`src/rtl/mc_ctrl_pkg.sv`:
```
// Shared types and encodings for the multicycle controller: FSM states,
// datapath select codes, ALU control codes and data-processing cmd values.
package mc_ctrl_pkg;

    typedef enum logic [3:0] {
        S_FETCH,
        S_DECODE,
        S_MEMADR,
        S_MEMRD,
        S_MEMWB,
        S_MEMWR,
        S_EXECUTER,
        S_EXECUTEI,
        S_ALUWB,
        S_BRANCH,
        S_UNDEF
    } state_t;

    localparam logic [1:0] SRCA_REG   = 2'b00;
    localparam logic [1:0] SRCA_PC    = 2'b01;

    localparam logic [1:0] SRCB_REG   = 2'b00;
    localparam logic [1:0] SRCB_IMM   = 2'b01;
    localparam logic [1:0] SRCB_FOUR  = 2'b10;

    localparam logic [1:0] RES_ALUOUT = 2'b00;
    localparam logic [1:0] RES_DATA   = 2'b01;
    localparam logic [1:0] RES_ALURES = 2'b10;

    localparam logic [1:0] ALU_ADD    = 2'b00;
    localparam logic [1:0] ALU_SUB    = 2'b01;
    localparam logic [1:0] ALU_AND    = 2'b10;
    localparam logic [1:0] ALU_ORR    = 2'b11;

    localparam logic [3:0] CMD_ADD    = 4'b0100;
    localparam logic [3:0] CMD_SUB    = 4'b0010;
    localparam logic [3:0] CMD_AND    = 4'b0000;
    localparam logic [3:0] CMD_ORR    = 4'b1100;
    localparam logic [3:0] CMD_CMP    = 4'b1010;

    localparam logic [1:0] OP_DP      = 2'b00;
    localparam logic [1:0] OP_MEM     = 2'b01;
    localparam logic [1:0] OP_BR      = 2'b10;

    // Raw per-state strobes/selects; write strobes are gated by CondExL in the top.
    typedef struct packed {
        logic       pcw;
        logic       irw;
        logic       regw;
        logic       memw;
        logic       branch;
        logic       adrsrc;
        logic [1:0] alusrca;
        logic [1:0] alusrcb;
        logic [1:0] ressrc;
        logic [1:0] aluctl;
    } ctrl_t;

    function automatic logic cmd_supported(input logic [3:0] cmd);
        return (cmd == CMD_ADD) || (cmd == CMD_SUB) || (cmd == CMD_AND) ||
               (cmd == CMD_ORR) || (cmd == CMD_CMP);
    endfunction

    function automatic logic [1:0] alu_op(input logic [3:0] cmd);
        logic [1:0] v;
        v = ALU_ADD;
        case (cmd)
            CMD_SUB, CMD_CMP: v = ALU_SUB;
            CMD_AND:          v = ALU_AND;
            CMD_ORR:          v = ALU_ORR;
            default:          v = ALU_ADD;
        endcase
        return v;
    endfunction

endpackage

```
`src/rtl/mc_condlogic.sv`:
```
// Flags register, condition evaluation against Cond, and CondExL latched at
// the end of DECODE; flag writes are suppressed when the condition failed.
module mc_condlogic
    import mc_ctrl_pkg::*;
(
    input  logic       clk,
    input  logic       i_rst_n,
    input  logic [3:0] i_cond,
    input  logic [3:0] i_alu_flags,
    input  logic       i_latch,
    input  logic [1:0] i_flag_w,
    output logic       o_condexl
);

    logic [3:0] r_flags;
    logic       r_condexl;
    logic       w_condex;
    logic       w_n, w_z, w_c, w_v;

    assign {w_n, w_z, w_c, w_v} = r_flags;

    always_comb begin
        w_condex = 1'b0;
        case (i_cond)
            4'b0000: w_condex = w_z;
            4'b0001: w_condex = ~w_z;
            4'b0010: w_condex = w_c;
            4'b0011: w_condex = ~w_c;
            4'b0100: w_condex = w_n;
            4'b0101: w_condex = ~w_n;
            4'b0110: w_condex = w_v;
            4'b0111: w_condex = ~w_v;
            4'b1000: w_condex = w_c & ~w_z;
            4'b1001: w_condex = ~w_c | w_z;
            4'b1010: w_condex = (w_n == w_v);
            4'b1011: w_condex = (w_n != w_v);
            4'b1100: w_condex = ~w_z & (w_n == w_v);
            4'b1101: w_condex = w_z | (w_n != w_v);
            4'b1110: w_condex = 1'b1;
            default: w_condex = 1'b0;
        endcase
    end

    always_ff @(posedge clk or negedge i_rst_n) begin
        if (!i_rst_n) begin
            r_flags   <= 4'b0000;
            r_condexl <= 1'b0;
        end else begin
            if (i_latch)
                r_condexl <= w_condex;
            if (i_flag_w[1] && r_condexl)
                r_flags[3:2] <= i_alu_flags[3:2];
            if (i_flag_w[0] && r_condexl)
                r_flags[1:0] <= i_alu_flags[1:0];
        end
    end

    assign o_condexl = r_condexl;

endmodule

```
`src/rtl/mc_controller.sv`:
```
// Multicycle controller: FSM with registered Moore selects, instruction decoder,
// condition gating of writes. Optional undefined-instruction trap: MC_CTRL_UNDEF_TRAP_EN.
module mc_controller
    import mc_ctrl_pkg::*;
(
    input  logic        clk,
    input  logic        reset,
    input  logic [31:0] Instr,
    input  logic [3:0]  ALUFlags,
    output logic        PCWrite,
    output logic        MemWrite,
    output logic        RegWrite,
    output logic        IRWrite,
    output logic        AdrSrc,
    output logic [1:0]  RegSrc,
    output logic [1:0]  ALUSrcA,
    output logic [1:0]  ALUSrcB,
    output logic [1:0]  ResultSrc,
    output logic [1:0]  ImmSrc,
    output logic [1:0]  ALUControl,
    output logic        Undef
);

    state_t     r_state;
    state_t     w_next;
    ctrl_t      r_ctrl;
    logic [3:0] w_cond;
    logic [1:0] w_op;
    logic [3:0] w_cmd;
    logic       w_funct5;
    logic       w_funct0;
    logic       w_rd_pc;
    logic       w_nowrite;
    logic       w_exec;
    logic [1:0] w_flag_w;
    logic       w_condexl;
    logic       w_unused;

    assign w_cond    = Instr[31:28];
    assign w_op      = Instr[27:26];
    assign w_funct5  = Instr[25];
    assign w_cmd     = Instr[24:21];
    assign w_funct0  = Instr[20];
    assign w_rd_pc   = (Instr[15:12] == 4'hF);
    assign w_unused  = ^{Instr[19:16], Instr[11:0]};
    assign w_nowrite = (w_op == OP_DP) && (w_cmd == CMD_CMP);

    function automatic state_t decode_next(input logic [1:0] op, input logic [3:0] cmd,
                                           input logic funct5);
        state_t s;
`ifdef MC_CTRL_UNDEF_TRAP_EN
        s = S_UNDEF;
`else
        s = S_FETCH;
`endif
        case (op)
            OP_MEM:  s = S_MEMADR;
            OP_BR:   s = S_BRANCH;
            OP_DP:   if (cmd_supported(cmd)) s = funct5 ? S_EXECUTEI : S_EXECUTER;
            default: ;
        endcase
        return s;
    endfunction

    function automatic ctrl_t ctrl_of(input state_t s, input logic [3:0] cmd);
        ctrl_t c;
        c = '0;
        case (s)
            S_FETCH: begin
                c.pcw = 1'b1; c.irw = 1'b1;
                c.alusrca = SRCA_PC; c.alusrcb = SRCB_FOUR; c.ressrc = RES_ALURES;
            end
            S_DECODE: begin
                c.alusrca = SRCA_PC; c.alusrcb = SRCB_FOUR; c.ressrc = RES_ALURES;
            end
            S_MEMADR:   c.alusrcb = SRCB_IMM;
            S_MEMRD:    c.adrsrc = 1'b1;
            S_MEMWR:    begin c.adrsrc = 1'b1; c.memw = 1'b1; end
            S_MEMWB:    begin c.ressrc = RES_DATA; c.regw = 1'b1; end
            S_EXECUTER: c.aluctl = alu_op(cmd);
            S_EXECUTEI: begin c.alusrcb = SRCB_IMM; c.aluctl = alu_op(cmd); end
            S_ALUWB:    c.regw = 1'b1;
            S_BRANCH: begin
                c.alusrcb = SRCB_IMM; c.ressrc = RES_ALURES; c.branch = 1'b1;
            end
            default: ;
        endcase
        return c;
    endfunction

    always_comb begin
        w_next = S_FETCH;
        case (r_state)
            S_FETCH:                w_next = S_DECODE;
            S_DECODE:               w_next = decode_next(w_op, w_cmd, w_funct5);
            S_MEMADR:               w_next = w_funct0 ? S_MEMRD : S_MEMWR;
            S_MEMRD:                w_next = S_MEMWB;
            S_EXECUTER, S_EXECUTEI: w_next = S_ALUWB;
            S_UNDEF:                w_next = S_UNDEF;
            default:                w_next = S_FETCH;
        endcase
    end

    // Outputs are registered alongside the state so they are glitch-free Moore values.
    always_ff @(posedge clk or negedge reset) begin
        if (!reset) begin
            r_state <= S_FETCH;
            r_ctrl  <= ctrl_of(S_FETCH, CMD_ADD);
        end else begin
            r_state <= w_next;
            r_ctrl  <= ctrl_of(w_next, w_cmd);
        end
    end

    assign w_exec      = (r_state == S_EXECUTER) || (r_state == S_EXECUTEI);
    assign w_flag_w[1] = w_exec & w_funct0;
    assign w_flag_w[0] = w_flag_w[1] &
                         ((w_cmd == CMD_ADD) || (w_cmd == CMD_SUB) || (w_cmd == CMD_CMP));

    mc_condlogic u_condlogic (
        .clk         (clk),
        .i_rst_n     (reset),
        .i_cond      (w_cond),
        .i_alu_flags (ALUFlags),
        .i_latch     (r_state == S_DECODE),
        .i_flag_w    (w_flag_w),
        .o_condexl   (w_condexl)
    );

    // Strobes are qualified by reset so nothing writes while it is held low.
    assign IRWrite  = reset & r_ctrl.irw;
    assign MemWrite = reset & r_ctrl.memw & w_condexl;
    assign RegWrite = reset & r_ctrl.regw & w_condexl & ~w_nowrite;
    assign PCWrite  = reset & (r_ctrl.pcw |
                      (w_condexl & (r_ctrl.branch | (r_ctrl.regw & w_rd_pc & ~w_nowrite))));

    assign AdrSrc     = r_ctrl.adrsrc;
    assign ALUSrcA    = r_ctrl.alusrca;
    assign ALUSrcB    = r_ctrl.alusrcb;
    assign ResultSrc  = r_ctrl.ressrc;
    assign ALUControl = r_ctrl.aluctl;
    assign ImmSrc     = w_op;
    assign RegSrc     = {w_op == OP_MEM, w_op == OP_BR};

`ifdef MC_CTRL_UNDEF_TRAP_EN
    assign Undef = (r_state == S_UNDEF);
`else
    assign Undef = 1'b0;
`endif

endmodule

```
`config.mk`:
```
export PLATFORM = sky130hd
export DESIGN_NAME = mc_controller
export DESIGN_NICKNAME = d
export VERILOG_FILES = /design/src/rtl/mc_ctrl_pkg.sv /design/src/rtl/mc_condlogic.sv /design/src/rtl/mc_controller.sv
export SDC_FILE = /design/constraint.sdc
export NUM_CORES = 1
export LEC_CHECK = 0
export ABC_AREA = 1
export BUFFER_PORTS_ARGS = -buffer_cell sky130_fd_sc_hd__buf_2
export CAP_MARGIN = 10
export CORE_AREA = 2 2 78 43
export CTS_CLUSTER_DIAMETER = 30
export DETAILED_ROUTE_END_ITERATION = 10
export DIE_AREA = 0 0 80 45
export PLACE_DENSITY = 0.74
export REMOVE_ABC_BUFFERS = 1
export SYNTH_ARGS = -nofsm -noshare
export SYNTH_HDL_FRONTEND = slang
export SYNTH_SLANG_ARGS = --single-unit
```
`constraint.sdc`:
```
create_clock -name clk -period 2.6 [get_ports clk]
set_input_delay 0.65 -clock clk [delete_from_list [all_inputs] [get_ports clk]]
set_output_delay 0.65 -clock clk [all_outputs]
set_load 0.05 [all_outputs]
```
==> results of run 1 <==
routing by layer:
layer  track usage  wire length, microns  up-vias
met5             0                     0        -
met4        0.0305                    10        0
met3        0.0420                   175        2
met2         0.220                   952       40
met1         0.281                  1560      514
li1              -                     -      589
through the flow:
| step | TNS (ns) | worst slack, ns | power [mW] | util | cells |
|---|---|---|---|---|---|
| after global routing | 0 | 0.0620 | 1.61 | 0.518 | 247 |
| final | 0 | 0.219 | 1.49 | 0.518 | 247 |
| after CTS | 0 | 0.200 | 1.49 | 0.518 | 247 |
| after detailed placement | 0 | 0.203 | 1.27 | 0.501 | 243 |
| after floorplan | -0.174 | -0.174 | 1.09 | - | 163 |
| after global placement | 0 | 0.247 | 1.27 | 0.501 | 243 |
final timing paths:
check                                 startpoint  slack [ns]  depth (start not counted)                      to
min in group clk           u_condlogic.o_condexl        0.51                          2   u_condlogic.o_condexl
min reg2reg                u_condlogic.o_condexl        0.51                          2   u_condlogic.o_condexl
max in group asynchronous                  reset        1.90                          2            ResultSrc[1]
max                                    Instr[23]        0.22                          9                 PCWrite
max reg2reg                           r_state[3]        1.23                          6  u_condlogic.r_flags[0]
min                                        reset        0.20                          1              r_ctrl[10]
cell families after synthesis:
family / count (synthesis)
compound gates: 14
buf+inv: 37
flops: 21
simple gates: 100
other cells: 1
state kept, by name (all words and copies together) (netlist names):
signal and cells:
ALUSrcA 1, r_ctrl 4, r_state 4, u_condlogic.o_condexl 1
AdrSrc 1, ALUSrcB 2, ALUControl 2, ResultSrc 2
u_condlogic.r_flags 4
cell type report:
| class | count | area (sq um) | share of cell area |
|---|---|---|---|
| Inverter | 26 | 97.6 | 0.0656 |
| Clock buffer | 3 | 41.3 | 0.0278 |
| Timing Repair Buffer | 40 | 208 | 0.140 |
| Sequential cell | 21 | 531 | 0.357 |
| Tap cell | 40 | 50.0 | 0.0336 |
| Clock inverter | 1 | 7.51 | 0.00505 |
| Multi-Input combinational cell | 116 | 553 | 0.372 |
power by group through the flow:
stage	registers, mW	logic, mW	clock network, mW
CTS	0.533	0.734	0.227
floorplan	0.660	0.429	0
global route	0.551	0.816	0.241
detailed placement	0.540	0.731	0
finish	0.535	0.734	0.222
global placement	0.539	0.731	0
worst max-delay path, cell delays in order:
cell and delay [ns]:
sky130_fd_sc_hd__buf_2 0.10, sky130_fd_sc_hd__inv_1 0.08, sky130_fd_sc_hd__nand3_1 0.15, sky130_fd_sc_hd__o21ai_0 0.20, sky130_fd_sc_hd__buf_4 0.15, sky130_fd_sc_hd__nor2_1 0.04
sky130_fd_sc_hd__nor2_1 0.07, sky130_fd_sc_hd__o21ai_0 0.07, sky130_fd_sc_hd__buf_2 0.21
cells in the final DEF, fill, tap and decap left out, types with 2 or more instances in the layout:
cell                       synthesis  final
sky130_fd_sc_hd__nor2_2            3      3
sky130_fd_sc_hd__a21oi_1           5      5
sky130_fd_sc_hd__o21ai_0           5      5
sky130_fd_sc_hd__nor2_1           18     18
sky130_fd_sc_hd__inv_2             3      3
sky130_fd_sc_hd__dfstp_2           4      4
sky130_fd_sc_hd__nand3_1          11     11
sky130_fd_sc_hd__nand2_1          50     50
sky130_fd_sc_hd__nor3_1            4      4
sky130_fd_sc_hd__dfrtp_1          17     17
sky130_fd_sc_hd__nand3_2           3      3
sky130_fd_sc_hd__inv_1            23     23
sky130_fd_sc_hd__buf_4            11      3
sky130_fd_sc_hd__nand2_2           6      6
sky130_fd_sc_hd__clkbuf_8          0      3
sky130_fd_sc_hd__nor2_4            2      2
sky130_fd_sc_hd__conb_1            1      2
sky130_fd_sc_hd__buf_2             0     37
==> load_flow_metrics.sql, run 1 <==
INSERT INTO impl_metrics (metric_group, metric, value, unit) VALUES
('outcome', 'run_status', 'finished, final reports clean', ''),
('sta', 'final-setup-viol-count', '0', ''),
('synth', 'yosys.cell_count.top_type', 'sky130_fd_sc_hd__nand2_1', ''),
('detailed_routing', 'remaining_drcs', '0', ''),
('placement', 'finalWeightedCongestion', '0.881', ''),
('synth', 'postSynthRegisterBits', '21', ''),
('synth', 'synth_cell_types', '23', ''),
('floorplanning', 'fp-row-count', '14', ''),
('detailed_routing', 'first_pass_iters', '4', ''),
('grt', 'grt.overflow.total', '0', ''),
('detailed_routing', 'vias', '1145', ''),
('sta', 'final.hold.worst_slack', '0.198', 'ns'),
('setup_path', 'critical_path_class', 'in2out', ''),
('detailed_routing', 'drtIter0Drc', '116', ''),
('sta', 'fin_crit', '2.38', 'ns'),
('synth', 'netlist.top_cell.by_area', 'sky130_fd_sc_hd__dfrtp_1', ''),
('synth', 'yosys-top-cells-count', 'sky130_fd_sc_hd__nand2_1 (50), sky130_fd_sc_hd__inv_1 (23), sky130_fd_sc_hd__nor2_1 (18)', ''),
('synth', 'synthCells', '173', ''),
('clock_tree', 'post_cts_buffers', '0', ''),
('placement', 'post-dp-hpwl', '2220', 'microns'),
('synth', 'synth_enable_flop_cells', '0', ''),
('detailed_routing', 'viasPerCell', '4.64', ''),
('power_and_ir_drop', 'p_leak', '0.862', 'nW'),
('clock_tree', 'numClockSinks', '21', ''),
('finish', 'drive_above_1_share', '0.324', ''),
('detailed_routing', 'postRouteWirelength', '2700', 'microns'),
('power_and_ir_drop', 'clock_power_share', '0.149', ''),
('placement', 'io_buffer_count', '37', ''),
('synth', 'synth-xor-area-share', '0', ''),
('floorplanning', 'count_of_pins_on_the_block_boundary', '56', ''),
('sta', 'fin_worst_skew', '0.00461', 'ns'),
('clock_tree', 'cts_resized', '0', ''),
('detailed_routing', 'ant_nets', '0', ''),
('synth', 'synth_flop_cell', 'sky130_fd_sc_hd__dfrtp_1', ''),
('power_and_ir_drop', 'power_density', '1000', 'nW/um^2'),
('synth', 'portion_of_the_post_synthesis_area_used_by_sequential_elements', '0.421', ''),
('synth', 'async_flop_share', '1.00', ''),
('synth', 'synth_mux_area_frac', '0', ''),
('floorplanning', 'chipHeight', '45', 'microns'),
('power_and_ir_drop', 'cell_internal_pwr', '771', 'uW'),
('clock_tree', 'cts_tree', 'done', ''),
('floorplanning', 'placeableCoreArea', '2870', 'sq um'),
('clock_tree', 'insertion_delay', '0.26', 'ns'),
('grt', 'global_route.usage.total', '0.170', ''),
('clock_tree', 'clkTransAtPathRegs', '0.08', 'ns'),
('placement', 'post_dp_cell_area', '1440', 'sq um'),
('floorplanning', 'floorplan.initialDensity', '0.439', ''),
('clock_tree', 'clock_path_buffers', '2', ''),
('power_and_ir_drop', 'switchingPower', '720', 'uW'),
('synth', 'synth_compound_area_frac', '0.0655', ''),
('finish', 'n_antenna_cell', '0', ''),
('synth', 'synthAdderAreaFrac', '0', ''),
('synth', 'yosys_warnings', '0', ''),
('grt', 'number_of_antenna_violations_at_the_first_check_in_global_routing', '0', ''),
('detailed_routing', 'detail_route.wl_per_cell', '10.9', 'microns'),
('clock_tree', 'ctsRootBufferMaster', 'sky130_fd_sc_hd__clkbuf_8', ''),
('power_and_ir_drop', 'pwr-share-seq', '0.359', ''),
('floorplanning', 'die_x', '80', 'microns'),
('setup_path', 'critPathMaxFanout', '4', ''),
('synth', 'synth_area_per_cell', '7.28', 'sq um'),
('finish', 'postLayoutCellArea', '1490', 'sq um'),
('synth', 'yosys.area_share.simple', '0.367', ''),
('job', 'max-cap-violations', '0', ''),
('finish', 'fillers', '289', ''),
('setup_path', 'setup.worst_path.end_class', 'primary output', ''),
('synth', 'synth_top_cell_area_share', '0.338', ''),
('setup_path', 'critPathLaunchType', 'input port', ''),
('min_path', 'hold_class', 'in2async', ''),
('power_and_ir_drop', 'ir_worst_vdd', '0.403', 'mV'),
('clock_tree', 'cts_htree_levels', '1', ''),
('grt', 'grt_pass1_wl', '4590', 'microns');
Power figures use the tool's default switching activity.
==> inputs of run 2 (changes only) <==
--- a/config.mk
+++ b/config.mk
@@ -7,4 +7,5 @@
 export LEC_CHECK = 0
 export ABC_AREA = 1
+export ABC_CLOCK_PERIOD_IN_PS = 2600
 export BUFFER_PORTS_ARGS = -buffer_cell sky130_fd_sc_hd__buf_2
 export CAP_MARGIN = 10
==> constraint.sdc (replaced) <==
create_clock -name clk -period 2.6 [get_ports clk]
set_input_delay 0.65 -clock clk [delete_from_list [all_inputs] [get_ports clk]]
set_output_delay 0.65 -clock clk [all_outputs]
set_load 0.005 [all_outputs]
==> load_flow_metrics.sql, run 2 (same netlist as run 1, synthesis figures left out) <==
INSERT INTO impl_metrics (metric_group, metric, value, unit) VALUES
('detailed_routing', 'drtIter0Drc', '164', ''),
('clock_tree', 'post_cts_buffers', '0', ''),
('finish', 'fillers', '281', ''),
('power_and_ir_drop', 'power.share.switching', '0.416', ''),
('grt', 'global_route.usage.total', '0.184', ''),
('power_and_ir_drop', 'switchingPower', '546', 'uW'),
('sta', 'timing.setup.tns', '0', 'ns'),
('power_and_ir_drop', 'power_density', '887', 'nW/um^2'),
('setup_path', 'worst-path-stages', '8', ''),
('setup_path', 'cp_top_family', 'compound AO/OA/AOI/OAI gates', ''),
('setup_path', 'critPathRequiredTime', '1.95', 'ns'),
('sta', 'final-setup-viol-count', '0', ''),
('placement', 'finalWeightedCongestion', '0.883', ''),
('finish', 'design.final.nets', '245', ''),
('floorplanning', 'die_x', '80', 'microns'),
('power_and_ir_drop', 'power_frac_comb', '0.426', ''),
('setup_path', 'r2r_cells', '5', ''),
('setup_path', 'critPathMaxFanout', '4', ''),
('clock_tree', 'clkTransAtPathRegs', '0.07', 'ns'),
('placement', 'io_buffer_count', '37', ''),
('setup_path', 'critPathLaunchType', 'input port', ''),
('sta', 'final_max_slew_viol_count', '0', ''),
('power_and_ir_drop', 'cell_internal_pwr', '765', 'uW'),
('detailed_routing', 'vias', '1133', ''),
('clock_tree', 'numClockSinks', '21', ''),
('grt', 'grt.overflow.total', '0', ''),
('power_and_ir_drop', 'ir_worst_vdd', '0.364', 'mV'),
('sta', 'rsz_0062_raised_after_global_routing', 'false', ''),
('setup_path', 'setup.worst_path.end_class', 'primary output', ''),
('clock_tree', 'clock_path_buffers', '2', ''),
('setup_path', 'critical_path.n_buffers_inverters', '3', ''),
('floorplanning', 'fp-row-count', '14', ''),
('floorplanning', 'chipHeight', '45', 'microns'),
('setup_path', 'timing.rr.start', 'r_state[1]', ''),
('grt', 'grt_pass1_wl', '4930', 'microns'),
('sta', 'final.hold.worst_slack', '0.203', 'ns'),
('placement', 'post-dp-hpwl', '2350', 'microns'),
('finish', 'seq_cell_area', '531', 'sq um'),
('sta', 'fin_crit_sh', '0.891', ''),
('detailed_routing', 'detail_route.wl_per_cell', '11.7', 'microns'),
('job', 'max-cap-violations', '0', ''),
('finish', 'layout.cells.most_common', 'sky130_fd_sc_hd__nand2_1', ''),
('finish', 'layout.cells.most_common_list', 'sky130_fd_sc_hd__nand2_1 (50), sky130_fd_sc_hd__buf_2 (37), sky130_fd_sc_hd__inv_1 (23), sky130_fd_sc_hd__nor2_1 (18), sky130_fd_sc_hd__dfrtp_1 (17)', ''),
('placement', 'pre_cts_setup_slack', '0.193', 'ns'),
('detailed_routing', 'remaining_drcs', '0', ''),
('sta', 'fin_worst_skew', '0.00386', 'ns'),
('clock_tree', 'numCtsBuffers', '3', ''),
('finish', 'n_antenna_cell', '0', ''),
('setup_path', 'crit_path_max_incr_delay', '0.31', 'ns'),
('setup_path', 'worst_path_cell_chain', 'buf_2 > inv_1 > nand3_1 > o21ai_1 > nor2_1 > nor2_1 > o21ai_0 > buf_2', ''),
('sta', 'postLayoutSetupSlackWorst', '0.284', 'ns'),
('grt', 'grt.busiest_layer', 'met1', ''),
('sta', 'clock.fmax', '0.432', 'GHz'),
('setup_path', 'setup.worst_path.end', 'PCWrite', ''),
('outcome', 'run_status', 'finished, final reports clean', ''),
('grt', 'grt_start_max_net_pins', '18', ''),
('finish', 'multiInputGateArea', '553', 'sq um'),
('grt', 'number_of_antenna_violations_at_the_first_check_in_global_routing', '0', ''),
('setup_path', 'slowest_stage', 'sky130_fd_sc_hd__o21ai_1', ''),
('finish', 'drive_above_1_share', '0.320', ''),
('finish', 'areaGrowthSynthToFinish', '17.3', '%'),
('floorplanning', 'floorplan_die_area', '3600', 'sq um'),
('sta', 'fin_crit', '2.32', 'ns'),
('grt', 'grt_util_met1', '0.288', ''),
('detailed_routing', 'first_pass_iters', '4', ''),
('floorplanning', 'floorplan.initialDensity', '0.439', ''),
('setup_path', 'critPathArrivalTime', '1.67', 'ns'),
('grt', 'met3_usage', '0.0480', ''),
('finish', 'top_regs', 'r_ctrl x4, r_state x4, u_condlogic.r_flags x4', ''),
('clock_tree', 'cts_tree', 'done', ''),
('sta', 'report.final.hold_viol_count', '0', ''),
('floorplanning', 'count_of_pins_on_the_block_boundary', '56', ''),
('power_and_ir_drop', 'pwr-share-seq', '0.410', ''),
('setup_path', 'source_of_the_critical_timing_path', 'Instr[23]', ''),
('grt', 'routing_usage_on_met2', '0.252', ''),
('detailed_routing', 'viasPerCell', '4.61', ''),
('floorplanning', 'placeableCoreArea', '2870', 'sq um'),
('power_and_ir_drop', 'p_leak', '0.861', 'nW'),
('detailed_routing', 'ant_nets', '0', ''),
('detailed_routing', 'postRouteWirelength', '2890', 'microns'),
('clock_tree', 'cts_htree_levels', '1', ''),
('clock_tree', 'ctsRootBufferMaster', 'sky130_fd_sc_hd__clkbuf_8', ''),
('min_path', 'hold_class', 'in2async', ''),
('grt', 'vias_in_the_first_global_route', '1056', ''),
('clock_tree', 'insertion_delay', '0.26', 'ns'),
('setup_path', 'r2r_end', 'u_condlogic.r_flags[1]', ''),
('setup_path', 'ff_to_ff_setup_slack', '1.23', 'ns'),
('power_and_ir_drop', 'clock_power_share', '0.164', ''),
('setup_path', 'critical_path_class', 'in2out', '');
-- run 2: cell count changes in the layout (fill, tap and decap cells not counted), sizes merged --
| cell | before | now |
|---|---|---|
| clkinv | 0 | 1 |
| buf | 40 | 39 |
| clkinvlp | 1 | 0 |
-- run 2: how the worst min path moves through the flow --
| stage | depth (start not counted) | start | to |
|---|---|---|---|
| finish | 1 | reset | ResultSrc[0] |
| detailed placement | 1 | reset | ResultSrc[0] |
| CTS | 1 | reset | r_ctrl[10] |
| global route | 1 | reset | r_ctrl[10] |
| floorplan | 0 | reset | ALUControl[0] |
| global placement | 1 | reset | r_ctrl[10] |
-- run 2: repair_timing --
item / 4_1_cts / 5_1_grt
setup endpoints to repair: 0 / 1
hold buffers: 0 / 0
resized for setup: 0 / 1
-- run 2: layout make-up --
cell class              instances  share of cell area
multi-input cells             116               0.374
flip-flops and latches         21               0.359
repair buffers                 39               0.135
inverters                      26              0.0660
well taps                      40              0.0339
clock buffers                   3              0.0279
clock inverters                 1             0.00339
-- run 2: stage by stage --
step | utilization | instances | instance area [sq um] | total power, mW
5_1_grt | 0.514 | 246 | 1480 | 1.43
2_1_floorplan | - | 163 | 1180 | 0.915
3_5_place_dp | 0.498 | 242 | 1430 | 1.10
6_report | 0.514 | 246 | 1480 | 1.31
3_3_place_gp | 0.498 | 242 | 1430 | 1.09
4_1_cts | 0.514 | 246 | 1480 | 1.32
-- run 2: routing by layer --
metal  vias up  part of all wire
li1        589                 -
met1       501              0.55
met2        40              0.37
met3         3             0.070
met4         0            0.0038
met5         -                 0
-- run 2: power by group through the flow --
stage          logic, mW  registers (mW)  clock network, mW
6_report           0.559           0.537              0.215
5_1_grt            0.644           0.553              0.238
4_1_cts            0.560           0.535              0.222
3_5_place_dp       0.556           0.540                  0
3_3_place_gp       0.548           0.539                  0
2_1_floorplan      0.384           0.531                  0
